<file path="src/rtl/full_adder_mux2_1.sv">
// Registered WIDTH-bit two's-complement add/subtract unit: a mux selects B or ~B,
// a ripple chain of full_adder cells forms the result, and result plus flags are registered.

module full_adder (
    input  logic a,
    input  logic b,
    input  logic cin,
    output logic s,
    output logic cout
);
    assign s    = a ^ b ^ cin;
    assign cout = (a & b) | (a & cin) | (b & cin);
endmodule

module mux2_1 #(
    parameter int WIDTH = 64
) (
    input  logic [1:0][WIDTH-1:0] mux_in,
    input  logic                  sel,
    output logic [WIDTH-1:0]      mux_out
);
    assign mux_out = mux_in[sel];
endmodule

module full_adder_mux2_1 #(
    parameter int WIDTH = 64
) (
    input  logic             clk,
    input  logic             reset,
    input  logic [WIDTH-1:0] A,
    input  logic [WIDTH-1:0] B,
    input  logic             Sub,
    output logic [WIDTH-1:0] S,
    output logic             carry_out,
    output logic             overflow,
    output logic             negative,
    output logic             zero
);
    logic [1:0][WIDTH-1:0] mux_in;
    logic [WIDTH-1:0]      b_op;
    logic [WIDTH-1:0]      sum;
    logic [WIDTH:0]        c;

    logic [WIDTH-1:0] s_d, s_q;
    logic             carry_d, carry_q;
    logic             ovf_d, ovf_q;
    logic             neg_d, neg_q;
    logic             zero_d, zero_q;

    assign mux_in[0] = B;
    assign mux_in[1] = ~B;

    mux2_1 #(.WIDTH(WIDTH)) u_bsel (
        .mux_in  (mux_in),
        .sel     (Sub),
        .mux_out (b_op)
    );

    // Sub doubles as the carry-in so that A + ~B + 1 yields A - B.
    assign c[0] = Sub;

    generate
        for (genvar gi = 0; gi < WIDTH; gi++) begin : g_ripple
            full_adder u_fa (
                .a    (A[gi]),
                .b    (b_op[gi]),
                .cin  (c[gi]),
                .s    (sum[gi]),
                .cout (c[gi+1])
            );
        end
    endgenerate

    always_comb begin
        s_d     = sum;
        carry_d = c[WIDTH];
        ovf_d   = c[WIDTH] ^ c[WIDTH-1];
        neg_d   = sum[WIDTH-1];
        zero_d  = (sum == '0);
    end

    // Reset clears every output, including zero, even though S is then 0.
    always_ff @(posedge clk) begin
        if (reset) begin
            s_q     <= '0;
            carry_q <= 1'b0;
            ovf_q   <= 1'b0;
            neg_q   <= 1'b0;
            zero_q  <= 1'b0;
        end else begin
            s_q     <= s_d;
            carry_q <= carry_d;
            ovf_q   <= ovf_d;
            neg_q   <= neg_d;
            zero_q  <= zero_d;
        end
    end

    assign S         = s_q;
    assign carry_out = carry_q;
    assign overflow  = ovf_q;
    assign negative  = neg_q;
    assign zero      = zero_q;
endmodule

</file>
<file path="config.mk">
export PLATFORM = sky130hd
export DESIGN_NAME = full_adder_mux2_1
export DESIGN_NICKNAME = d
export VERILOG_FILES = /design/src/rtl/full_adder_mux2_1.sv
export SDC_FILE = /design/constraint.sdc
export NUM_CORES = 1
export LEC_CHECK = 0
export ABC_AREA = 1
export CORE_MARGIN = 2
export CORE_UTILIZATION = 37
export CTS_BUF_LIST = sky130_fd_sc_hd__clkbuf_16
export CTS_CLUSTER_DIAMETER = 100
export DETAILED_ROUTE_END_ITERATION = 8
export HOLD_SLACK_MARGIN = 0.12
export MAX_ROUTING_LAYER = met4
export PLACE_DENSITY = 0.77
export SYNTH_ARGS = -nofsm -noshare
export SYNTH_HDL_FRONTEND = slang
export SYNTH_SLANG_ARGS = --single-unit
export TNS_END_PERCENT = 1
</file>
<file path="constraint.sdc">
create_clock -name clk -period 29.4 [get_ports clk]
set_input_delay 4.41 -clock clk [delete_from_list [all_inputs] [get_ports clk]]
set_output_delay 4.41 -clock clk [all_outputs]
set_load 0.02 [all_outputs]
</file>
# Yosys cells after proc, flatten, opt, wreduce, memory -nomap -nowiden
# Index checks and enable logic that the tools add are counted.
op_classes:
  n_lt_le_gt_ge: 1
  reduce_logical: 1
  bitwise: 450
  muxes: 2
ops:
  columns: ["cell", "count"]
  rows:
  - ["1-bit bitwise AND", 192]
  - ["1-bit XOR", 129]
  - ["64-bit 2-to-1 mux", 2]
  - ["1-bit bitwise OR", 128]
  - ["64-bit logical NOT", 1]
  - ["64-bit NOT", 1]
  - ["1-bit by 2-bit less-than comparator with 1-bit output (second input constant)", 1]
totals:
  ff_bits: 68
  wordCells: 459
  input_bits: 131

# Logic depth before layout (Yosys ltp)
# Gate-level depths: netlist (run 1).
depth:
  depth_word: 196
  ltp_mapped: 75
  ltp_nobuf: 75

# By module
# Synthesis (run 1) repeated with hierarchy kept, for this count alone.
unflattened:
  cells_unflattened: 596
  area_unflattened_um2: 4490.6
modules_own_cells:
  columns: ["mod", "cells_per_inst", "n_inst", "area_each_um2"]
  rows:
  - ["full_adder_mux2_1", 326, 1, 2364.8]
  - ["full_adder", 1, 64, 20.0]
  - ["mux2_1", 206, 1, 844.6]

# Least setup slack after synthesis (run 1)
# No wires, ideal clock.
synth_path:
  path_kind: "input to register"
  start: "input Sub"
  end: "register zero_q (netlist: zero)"
  setup_time_ns: 0.064
  stages: 74
  slack_ns: -1.883
  arrival_time_ns: 31.219
  path_buffers: 1
  path_cell_list: "buf_4 -> xor2_1 -> fa_1 -> fa_1 -> inv_1 -> fa_1 -> fa_1 -> fa_1 -> fa_1 -> fa_1 -> fa_1 -> fa_1 -> fa_1 -> fa_1 -> fa_1 -> fa_1 -> fa_1 -> fa_1 -> (+38 left out) -> fa_1 -> fa_1 -> fa_1 -> fa_1 -> fa_1 -> fa_1 -> fa_1 -> fa_1 -> fa_1 -> inv_1 -> fa_1 -> inv_1 -> nand2_1 -> nor2_1 -> nand2_1 -> nor2_1 -> nand3_1 -> nor2_1"
synth_between:
  elab_chain_len: 193
  word_cells_on_any_way: 446
synth_rtl:
  columns: ["element", "line_no", "rtl"]
  rows:
  - ["start, declared", "32", "input logic Sub,"]
  - ["64-bit 2-to-1 mux (implied by the code) (2 in series)", "22", "assign mux_out = mux_in[sel];"]
  - ["1-bit bitwise AND", "12", "assign cout = (a & b) | (a & cin) | (b & cin);"]
  - ["1-bit bitwise OR (2 in series)", "12", null]
  - ["1-bit bitwise AND", "12", null]
  - ["1-bit bitwise OR (2 in series)", "12", null]
  - ["1-bit bitwise AND", "12", null]
  - ["1-bit bitwise OR (2 in series)", "12", null]
  - ["1-bit bitwise AND", "12", null]
  - ["(+171 left out)", null, null]
  - ["1-bit bitwise OR (2 in series)", "12", null]
  - ["1-bit bitwise AND", "12", null]
  - ["1-bit bitwise OR (2 in series)", "12", null]
  - ["1-bit bitwise AND", "12", null]
  - ["1-bit bitwise OR (2 in series)", "12", null]
  - ["1-bit XOR *", "11", "assign s = a ^ b ^ cin;"]
  - ["named net g_ripple[63].u_fa.s", "8", "output logic s,"]
  - ["64-bit logical NOT *", "79", "zero_d = (sum == '0);"]
  - ["end signal, assigned", "95", "zero_q <= zero_d;"]
  - ["end, declared", "48", "logic zero_d, zero_q;"]
# The timed path passes the listed nets; every way through them passes the cells marked *. The select of a mux whose other input is x is not followed.
# A chain may end at the register's enable or synchronous reset.

# Worst setup path in the final report (run 1)
layout_path:
  start: "input B[0]"
  end: "register zero_q (netlist: zero)"
layout_between:
  elab_chain_len: 194
  word_cells_on_any_way: 321
layout_rtl:
  columns: ["element", "line_no", "rtl"]
  rows:
  - ["start, declared", "31", "input logic [WIDTH-1:0] B,"]
  - ["64-bit NOT", "51", "assign mux_in[1] = ~B;"]
  - ["64-bit 2-to-1 mux (implied by the code) * (2 in series)", "22", null]
  - ["1-bit bitwise AND", "12", null]
  - ["1-bit bitwise OR", "12", null]
  - ["1-bit bitwise OR *", "12", null]
  - ["1-bit bitwise AND", "12", null]
  - ["1-bit bitwise OR", "12", null]
  - ["1-bit bitwise OR *", "12", null]
  - ["(+178 left out)", null, null]
  - ["1-bit bitwise OR", "12", null]
  - ["1-bit bitwise OR *", "12", null]
  - ["1-bit bitwise AND", "12", null]
  - ["1-bit bitwise OR", "12", null]
  - ["1-bit bitwise OR *", "12", null]
  - ["1-bit XOR *", "11", null]
  - ["named net g_ripple[63].u_fa.s", "8", null]
  - ["64-bit logical NOT *", "79", null]
# Marks and branches as above.

==> run_results.csv, run 1 <==
group,metric,value,unit
run_status,outcome,"finished, final reports clean",
pwr,power.combinational.fraction,0.438,
routing,postRouteWirelength,10900,um
worst_hold_path,hold_path_depth,6,
timing,timing.final.setup_violations,0,
final_layout,finalNetCount,820,
clocking,cts_tree,"built",
timing,rsz0062_at_grt,"yes",
timing,worst_slew_margin_rel,0.537,
timing,worstMarginPinSlew,0.695,ns
routing,avgRoutedWirePerCell,14.2,um
placed_design,placement.io_buffers,198,
final_layout,syn_to_final_growth,62.3,%
global_routing,grt_first_pass_wirelength,17000,um
pwr,p_sw,0.118,mW
timing,setup_tns,0,ns
routing,drt-pass1-iter-count,4,
clocking,cts_hold_buffers,0,
setup_path,critPathMaxStageDelay,0.43,ns
setup_path,path_max_fanout,3,
pwr,totalPowerFinal,0.363,mW
pwr,switching_share,0.325,
setup_path,critPathKind,"in2reg",
pwr,pwr_density_cell,55.0,nW/um2
worst_hold_path,holdPathEnd,"S[0]",
synth,syn-cell-area,4060,um2
final_layout,drive_gt1_frac,0.137,
setup_path,critPathCaptureType,"register",
worst_hold_path,min-delay-path-class,"in2reg",
synth,netlist_instances,424,
global_routing,antenna_found_initial,1,
synth,synthesis.nets,618,
routing,detail-route-antenna-nets,0,
timing,maxSlewViolCount,0,
timing,holdWs,4.58,ns
routing,viasPerCell,4.27,
synth,mean_syn_cell_area,9.58,um2
pwr,ir_drop,28.9,uV
clocking,htreeDepth,3,
clocking,clockBufferDepth,2,
pwr,power_frac_clock,0.252,
global_routing,grt_util_all_layers,0.199,
placed_design,placement.setup.worst_slack,-1.48,ns
setup_path,timing.critical_path.from_type,"input pin",
final_layout,final.fill_count,908,
synth,yosys_register_bits,67,
timing,hold_violations,0,
floorplan,die-area,11800,um2
synth,share_of_the_yosys_chip_area_belonging_to_registers,0.330,
floorplan,floorplan_die_width,109,um
routing,remaining_drc_errors,0,
timing,finalCriticalPeriod,29.03,ns
pwr,p_int,0.245,mW
routing,initialDrtViolationCount,88,
clocking,cts.reportedPaths.clkPinSlew,0.05,ns
synth,yosys_warnings,0,
timing,achievable-frequency,0.0344,GHz
setup_path,critPathMostFrequentCell,"sky130_fd_sc_hd__fa_2",
floorplan,core.rowCount,38,
pwr,total_leakage_power,2.67,nW
floorplan,die_h,109,um
floorplan,ioPinCount,199,
clocking,cts_buffers,9,
setup_path,critical_path_arrival,29.30,ns
global_routing,grt_overflow,0,
setup_path,slowest_stage,"sky130_fd_sc_hd__fa_2",
timing,setup_ws,0.370,ns
clocking,root_buffer,"sky130_fd_sc_hd__clkbuf_16",
floorplan,core_area,10800,um2
routing,detailroute.via_count,3291,
placed_design,hpwl,8990,um
setup_path,worst-endpoint-required,29.67,ns
global_routing,first_global_vias,3622,
global_routing,grt_start_max_net_pins,67,
pwr,seq_power_share,0.310,
synth,post_synth_num_cell_types,14,
setup_path,timing.critical_path.max_delay_family,"adder cells",
timing,fin_crit_sh,0.987,
run,maxCapViolCount,0,
final_layout,final_core_utilization,0.611,
clocking,numClockSinks,67,
setup_path,path_buf_inv,5,
worst_hold_path,hp-start,"Sub",
floorplan,initial_core_util,0.376,
placed_design,routabilityCongestion,0.837,
-- what timing repair did --
item / in CTS / in global routing
resized for setup: 21 / 4
buffers inserted: 0 / 0
endpoints found under the setup margin: 6 / 4
pin swaps: 3 / 5
endpoints found under the hold margin: 0 / 0
-- how the worst max path moves through the flow --
| stage | to | startpoint | cells after the start | slack, ns |
|---|---|---|---|---|
| final | zero | B[0] | 76 | 0.37 |
| after global routing | zero | B[0] | 75 | -0.41 |
| after CTS | zero | B[1] | 74 | 0.04 |
| after detailed placement | zero | A[0] | 75 | -1.48 |
| after global placement | zero | A[0] | 75 | -1.18 |
| after floorplan | zero | Sub | 74 | 0.009 |
-- metal layers --
metal | part of all wire | wire length, um | vias up | global-route usage
met3 | 0.074 | 803 | 11 | 0.0424
met1 | 0.40 | 4400 | 1551 | 0.229
met5 | 0 | 0 | - | -
li1 | - | - | 1602 | -
met4 | 0.013 | 144 | 0 | 0.0705
met2 | 0.51 | 5550 | 127 | 0.344
-- power by group through the flow --
stage	clock network, mW	registers, mW	logic [mW]
after CTS	0.0944	0.112	0.161
after global routing	0.0975	0.114	0.176
after floorplan	0	0.135	0.0671
final	0.0916	0.112	0.159
after detailed placement	0	0.114	0.157
after global placement	0	0.114	0.154
-- cell type report --
class | instances | area, um2 | area share
tap | 140 | 175 | 0.0266
multi-input combinational | 272 | 2530 | 0.384
clock buffer | 9 | 225 | 0.0342
timing repair buffer | 206 | 2030 | 0.309
antenna | 1 | 2.50 | 0.000380
sequential | 67 | 1340 | 0.203
clock inverter | 5 | 22.5 | 0.00342
inverter | 70 | 263 | 0.0398
-- logic make-up after synthesis --
group / after synthesis / share of synthesized area
simple gates: 143 / 0.132
compound gates: 3 / 0.00369
buf+inv: 85 / 0.0875
fa+ha+maj: 63 / 0.310
xor+xnor: 63 / 0.136
flops: 67 / 0.330
-- registers in the layout, summed over array words and instances, names as in the netlist --
signal and cells:
zero 1, overflow 1, carry_out 1, S 64
-- cells in the mapped netlist --
master | n | share of area
sky130_fd_sc_hd__o21ai_0 | 2 | 0.0025
sky130_fd_sc_hd__clkbuf_1 | 1 | 0.00092
sky130_fd_sc_hd__inv_1 | 70 | 0.065
sky130_fd_sc_hd__nand3_1 | 1 | 0.0012
sky130_fd_sc_hd__buf_4 | 8 | 0.015
sky130_fd_sc_hd__xor2_1 | 3 | 0.0065
sky130_fd_sc_hd__nand2_1 | 56 | 0.052
sky130_fd_sc_hd__fa_1 | 63 | 0.31
sky130_fd_sc_hd__xnor2_1 | 60 | 0.13
sky130_fd_sc_hd__buf_1 | 1 | 0.00092
sky130_fd_sc_hd__a21oi_1 | 1 | 0.0012
sky130_fd_sc_hd__nor2_1 | 86 | 0.079
sky130_fd_sc_hd__dfxtp_1 | 67 | 0.33
sky130_fd_sc_hd__buf_2 | 5 | 0.0062
-- placed cells by master, fill, tap and decap left out, drive strengths merged --
| master | netlist | layout |
|---|---|---|
| buf | 14 | 10 |
| nand2 | 56 | 56 |
| nor2 | 86 | 86 |
| diode | 0 | 1 |
| xor2 | 3 | 3 |
| clkbuf | 1 | 9 |
| a21oi | 1 | 1 |
| clkdlybuf4s50 | 0 | 196 |
| inv | 70 | 70 |
| o21ai | 2 | 2 |
| clkinv | 0 | 5 |
| dfxtp | 67 | 67 |
| fa | 63 | 63 |
| xnor2 | 60 | 60 |
| nand3 | 1 | 1 |
-- through the flow --
step                      cells  area (um2)
after floorplan             424        4170
after global placement      755        6280
after detailed placement    755        6280
after CTS                   769        6580
after global routing        770        6590
final                       770        6590
No activity file was read; power rests on OpenSTA's default activity.
==> run 2, diff against run 1 <==
- CAP_MARGIN: unset -> 25
- CORE_UTILIZATION: 37 -> 40
- PLACE_DENSITY: 0.77 -> 0.79
- clock period: 29.4 -> 32.5 ns (I/O delays scaled with it)
==> run_results.csv, run 2 (synthesized netlist as in run 1, its figures left out) <==
group,metric,value,unit
worst_hold_path,min-delay-path-class,"in2reg",
global_routing,grt_most_used_layer,"met2",
pwr,total_leakage_power,2.71,nW
final_layout,largest_reg_flops,64,
global_routing,antenna_found_initial,1,
setup_path,critPathMaxStageDelay,0.50,ns
final_layout,mostFrequentLayoutCells,"sky130_fd_sc_hd__clkdlybuf4s50_1 (196), sky130_fd_sc_hd__nor2_1 (86), sky130_fd_sc_hd__inv_1 (71)",
setup_path,critPathKind,"in2reg",
global_routing,global_route.usage.met1,0.241,
clocking,clockBufferDepth,2,
routing,viasPerCell,4.36,
clocking,cts_hold_buffers,0,
timing,worst_slew_margin_rel,0.543,
routing,drt-pass1-iter-count,4,
timing,timing.final.setup_violations,0,
clocking,root_buffer,"sky130_fd_sc_hd__clkbuf_16",
floorplan,core_area,9820,um2
setup_path,timing.critical_path.max_delay_family,"adder cells",
global_routing,grt_util_met3,0.0543,
clocking,cts_buffers,9,
setup_path,path_max_fanout,3,
placed_design,hpwl,9080,um
setup_path,worst-path-stages,75,
timing,hold_violations,0,
run,maxCapViolCount,0,
pwr,totalPowerFinal,0.325,mW
final_layout,finalNetCount,820,
routing,detailroute.via_count,3330,
timing,worstMarginPinSlew,0.685,ns
pwr,seq_power_share,0.312,
global_routing,grt_start_max_net_pins,43,
clocking,numClockSinks,67,
setup_path,last_element_of_the_critical_path,"zero",
pwr,p_sw,0.105,mW
pwr,pwr_density_cell,50.0,nW/um2
pwr,p_int,0.220,mW
setup_path,worst-endpoint-required,32.75,ns
setup_path,path_buf_inv,5,
run_status,outcome,"finished, final reports clean",
timing,holdWs,5.04,ns
timing,rsz0062_at_grt,"no",
setup_path,critical_path_arrival,31.69,ns
placed_design,routabilityCongestion,0.925,
floorplan,initial_core_util,0.414,
timing,setup_tns,0,ns
final_layout,drive_gt1_frac,0.0762,
final_layout,multi_input_comb_area,2430,um2
timing,maxSlewViolCount,0,
global_routing,grt_overflow,0,
floorplan,ioPinCount,199,
clocking,htreeDepth,3,
clocking,cts.reportedPaths.clkPinSlew,0.05,ns
routing,initialDrtViolationCount,78,
pwr,ir_drop,30.6,uV
routing,postRouteWirelength,10900,um
setup_path,critPathCaptureType,"register",
timing,achievable-frequency,0.0318,GHz
global_routing,first_global_vias,3731,
pwr,power_frac_clock,0.252,
final_layout,mostFrequentLayoutCell,"sky130_fd_sc_hd__clkdlybuf4s50_1",
global_routing,grt_use_met2,0.368,
pwr,switching_share,0.324,
setup_path,critPathMostFrequentCell,"sky130_fd_sc_hd__fa_1",
floorplan,die_h,105,um
pwr,power.combinational.fraction,0.435,
routing,remaining_drc_errors,0,
floorplan,core.rowCount,36,
routing,detail-route-antenna-nets,0,
timing,fin_crit_sh,0.967,
floorplan,die-area,11000,um2
final_layout,seq_area,1340,um2
global_routing,grt_util_all_layers,0.213,
final_layout,final.fill_count,818,
placed_design,placement.io_buffers,198,
final_layout,syn_to_final_growth,60.1,%
setup_path,slowest_stage,"sky130_fd_sc_hd__clkdlybuf4s50_1",
clocking,cts_tree,"built",
routing,avgRoutedWirePerCell,14.2,um
global_routing,grt_first_pass_wirelength,17700,um
timing,finalCriticalPeriod,31.44,ns
floorplan,floorplan_die_width,105,um
setup_path,critical_path.startpoint,"B[0]",
setup_path,timing.critical_path.from_type,"input pin",
## run 2: cell types whose count changed in the layout (fill, tap and decap cells not counted), sizes merged
cell	change
inv	+1
## run 2: worst min path at each step
stage / from / endpoint / cells past startpoint
6_report: Sub / S[0] / 6
4_1_cts: Sub / S[0] / 6
3_5_place_dp: Sub / S[0] / 6
5_1_grt: reset / S[10] / 2
3_3_place_gp: Sub / S[0] / 6
2_1_floorplan: reset / overflow / 3
## run 2: cell type report
| cell class | instances | area share |
|---|---|---|
| tap | 133 | 0.0256 |
| multi-input combinational | 272 | 0.374 |
| sequential | 67 | 0.206 |
| clock buffer | 9 | 0.0346 |
| antenna | 1 | 0.000385 |
| inverter | 70 | 0.0404 |
| timing repair buffer | 206 | 0.315 |
| clock inverter | 6 | 0.00385 |
## run 2: routing by layer
layer,up-vias,share of wire
met1,1570,0.39
li1,1604,-
met3,18,0.066
met2,138,0.52
met4,0,0.024
met5,-,0
## run 2: power groups by stage
stage / combinational [mW] / clock [mW] / sequential, mW
final: 0.142 / 0.0820 / 0.102
after global routing: 0.155 / 0.0878 / 0.103
after CTS: 0.141 / 0.0836 / 0.102
after detailed placement: 0.139 / 0 / 0.103
after global placement: 0.136 / 0 / 0.103
after floorplan: 0.0573 / 0 / 0.122
## run 2: worst min-delay path: cells and delay by family
family	cells	cell delay, ns
and+or+nand+nor	5	0.32
buffers and inverters	1	0.10
## run 2: through the flow
stage	worst slack [ns]	instances	utilization	cell area [um2]
finish	1.06	764	0.662	6500
global placement	-0.583	747	0.628	6160
global route	0.0487	764	0.662	6500
CTS	0.0167	763	0.659	6470
floorplan	0.752	424	-	4060
detailed placement	-1.01	748	0.630	6180
## run 2: what timing repair did
item                       CTS  global route
resized for setup           14            14
setup buffers                0             0
setup endpoints to repair    5             4
==> run 3, diff against run 2 <==
- DONT_BUFFER_PORTS: unset -> 1
- PLACE_DENSITY: 0.79 -> unset
==> run_results.csv, run 3 (synthesized netlist as in run 1, its figures left out) <==
group,metric,value,unit
run_status,outcome,"finished, final reports clean",
setup_path,critical_path_arrival,31.65,ns
pwr,total_leakage_power,1.94,nW
clocking,numClockSinks,67,
placed_design,routabilityCongestion,0.813,
final_layout,stdcell_area,4490,um2
timing,setup_ws,1.12,ns
final_layout,final.fill_count,986,
routing,detailroute.via_count,2554,
global_routing,grt_overflow,0,
setup_path,worst-endpoint-required,32.76,ns
global_routing,first_global_vias,2906,
setup_path,critPathKind,"in2reg",
global_routing,antenna_found_initial,0,
global_routing,grt_start_max_net_pins,69,
setup_path,critPathCaptureType,"register",
floorplan,core_area,9820,um2
timing,finalCriticalPeriod,31.38,ns
routing,viasPerCell,4.56,
clocking,cts.reportedPaths.clkPinSlew,0.06,ns
floorplan,initial_core_util,0.414,
global_routing,grt_first_pass_wirelength,14500,um
worst_hold_path,hold_path_depth,1,
timing,worst_slew_margin_rel,0.736,
final_layout,diodes,0,
clocking,cts_hold_buffers,0,
setup_path,path_max_fanout,3,
final_layout,mostFrequentLayoutCells,"sky130_fd_sc_hd__nor2_1 (86), sky130_fd_sc_hd__inv_1 (70), sky130_fd_sc_hd__dfxtp_1 (67)",
setup_path,timing.critical_path.from_type,"input pin",
final_layout,finalNetCount,616,
routing,postRouteWirelength,9220,um
clocking,root_buffer,"sky130_fd_sc_hd__clkbuf_16",
floorplan,ioPinCount,199,
final_layout,largest_reg_flops,64,
setup_path,slowest_stage,"sky130_fd_sc_hd__fa_1",
final_layout,drive_gt1_frac,0.0913,
final_layout,seq_area,1340,um2
floorplan,die-area,11000,um2
timing,worstMarginPinSlew,0.395,ns
placed_design,placed_area,4150,um2
routing,initialDrtViolationCount,53,
pwr,ir_drop,28.3,uV
final_layout,mostFrequentLayoutCell,"sky130_fd_sc_hd__nor2_1",
routing,avgRoutedWirePerCell,16.5,um
timing,timing.final.setup_violations,0,
routing,remaining_drc_errors,0,
timing,fin_crit_sh,0.966,
floorplan,die_h,105,um
routing,detail-route-antenna-nets,0,
pwr,pwr_density_cell,64.0,nW/um2
clocking,htreeDepth,3,
floorplan,floorplan_die_width,105,um
final_layout,syn_to_final_growth,10.5,%
timing,maxSlewViolCount,0,
placed_design,placement.io_buffers,0,
placed_design,placement.setup.worst_slack,-0.642,ns
final_layout,multi_input_comb_area,2420,um2
placed_design,hpwl,7290,um
floorplan,core.rowCount,36,
setup_path,critPathMaxStageDelay,0.45,ns
clocking,clockBufferDepth,2,
clocking,cts_tree,"built",
worst_hold_path,holdPathEnd,"S[59]",
pwr,totalPowerFinal,0.287,mW
clocking,cts_buffers,9,
timing,achievable-frequency,0.0319,GHz
run,maxCapViolCount,0,
setup_path,critPathMostFrequentCell,"sky130_fd_sc_hd__fa_1",
routing,drt-pass1-iter-count,4,
global_routing,grt_util_all_layers,0.178,
timing,hold_violations,0,
worst_hold_path,hp-start,"reset",
worst_hold_path,min-delay-path-class,"in2reg",
## run 3: worst max path at each step
| stage | start | end | slack [ns] | depth (start not counted) |
|---|---|---|---|---|
| after global routing | B[0] | zero | -0.03 | 75 |
| after detailed placement | B[0] | zero | -0.64 | 74 |
| after CTS | B[0] | zero | 0.06 | 75 |
| after floorplan | Sub | zero | 0.75 | 74 |
| after global placement | B[0] | zero | -0.34 | 74 |
| final | B[0] | zero | 1.12 | 75 |
## run 3: per-stage QoR
stage	hold WS [ns]	setup TNS, ns	instances	util
final	4.62	0	560	0.457
after global routing	4.61	-0.0310	560	0.457
after CTS	4.60	0	560	0.453
after detailed placement	4.95	-1.07	544	0.423
after global placement	4.95	-0.362	544	0.423
after floorplan	5.05	0	424	-
## run 3: critical path, delay by kind of cell
kind | cells | cell delay (ns)
buf+inv | 4 | 0.30
simple gates | 7 | 0.59
fa+ha+maj | 63 | 25.75
compound gates | 1 | 0.13
## run 3: per-layer routing
layer  vias to the layer above  track usage  wire length [um]  share of wire
met4                         0       0.0810               229          0.025
li1                       1194            -                 -              -
met2                       110        0.291              4640           0.50
met1                      1234        0.210              3810           0.41
met5                         -            -                 0              0
met3                        16       0.0412               545          0.059
## run 3: what timing repair did
action / in CTS / in global routing
endpoints found under the setup margin: 2 / 4
setup buffers: 0 / 0
resized for setup: 8 / 15
endpoints found under the hold margin: 0 / 0
pin swaps: 0 / 0
## run 3: layout make-up
type	instances	area share
Inverter	70	0.0585
Multi-Input combinational cell	272	0.539
Clock inverter	7	0.0131
Timing Repair Buffer	2	0.00334
Sequential cell	67	0.299
Tap cell	133	0.0371
Clock buffer	9	0.0502
## run 3: power by group
group	total [mW]	switching (mW)	internal [mW]	leakage, nW
Sequential	0.123	0.0258	0.0975	0.558
Combinational	0.0706	0.0363	0.0343	1.23
Clock	0.0934	0.0350	0.0583	0.146
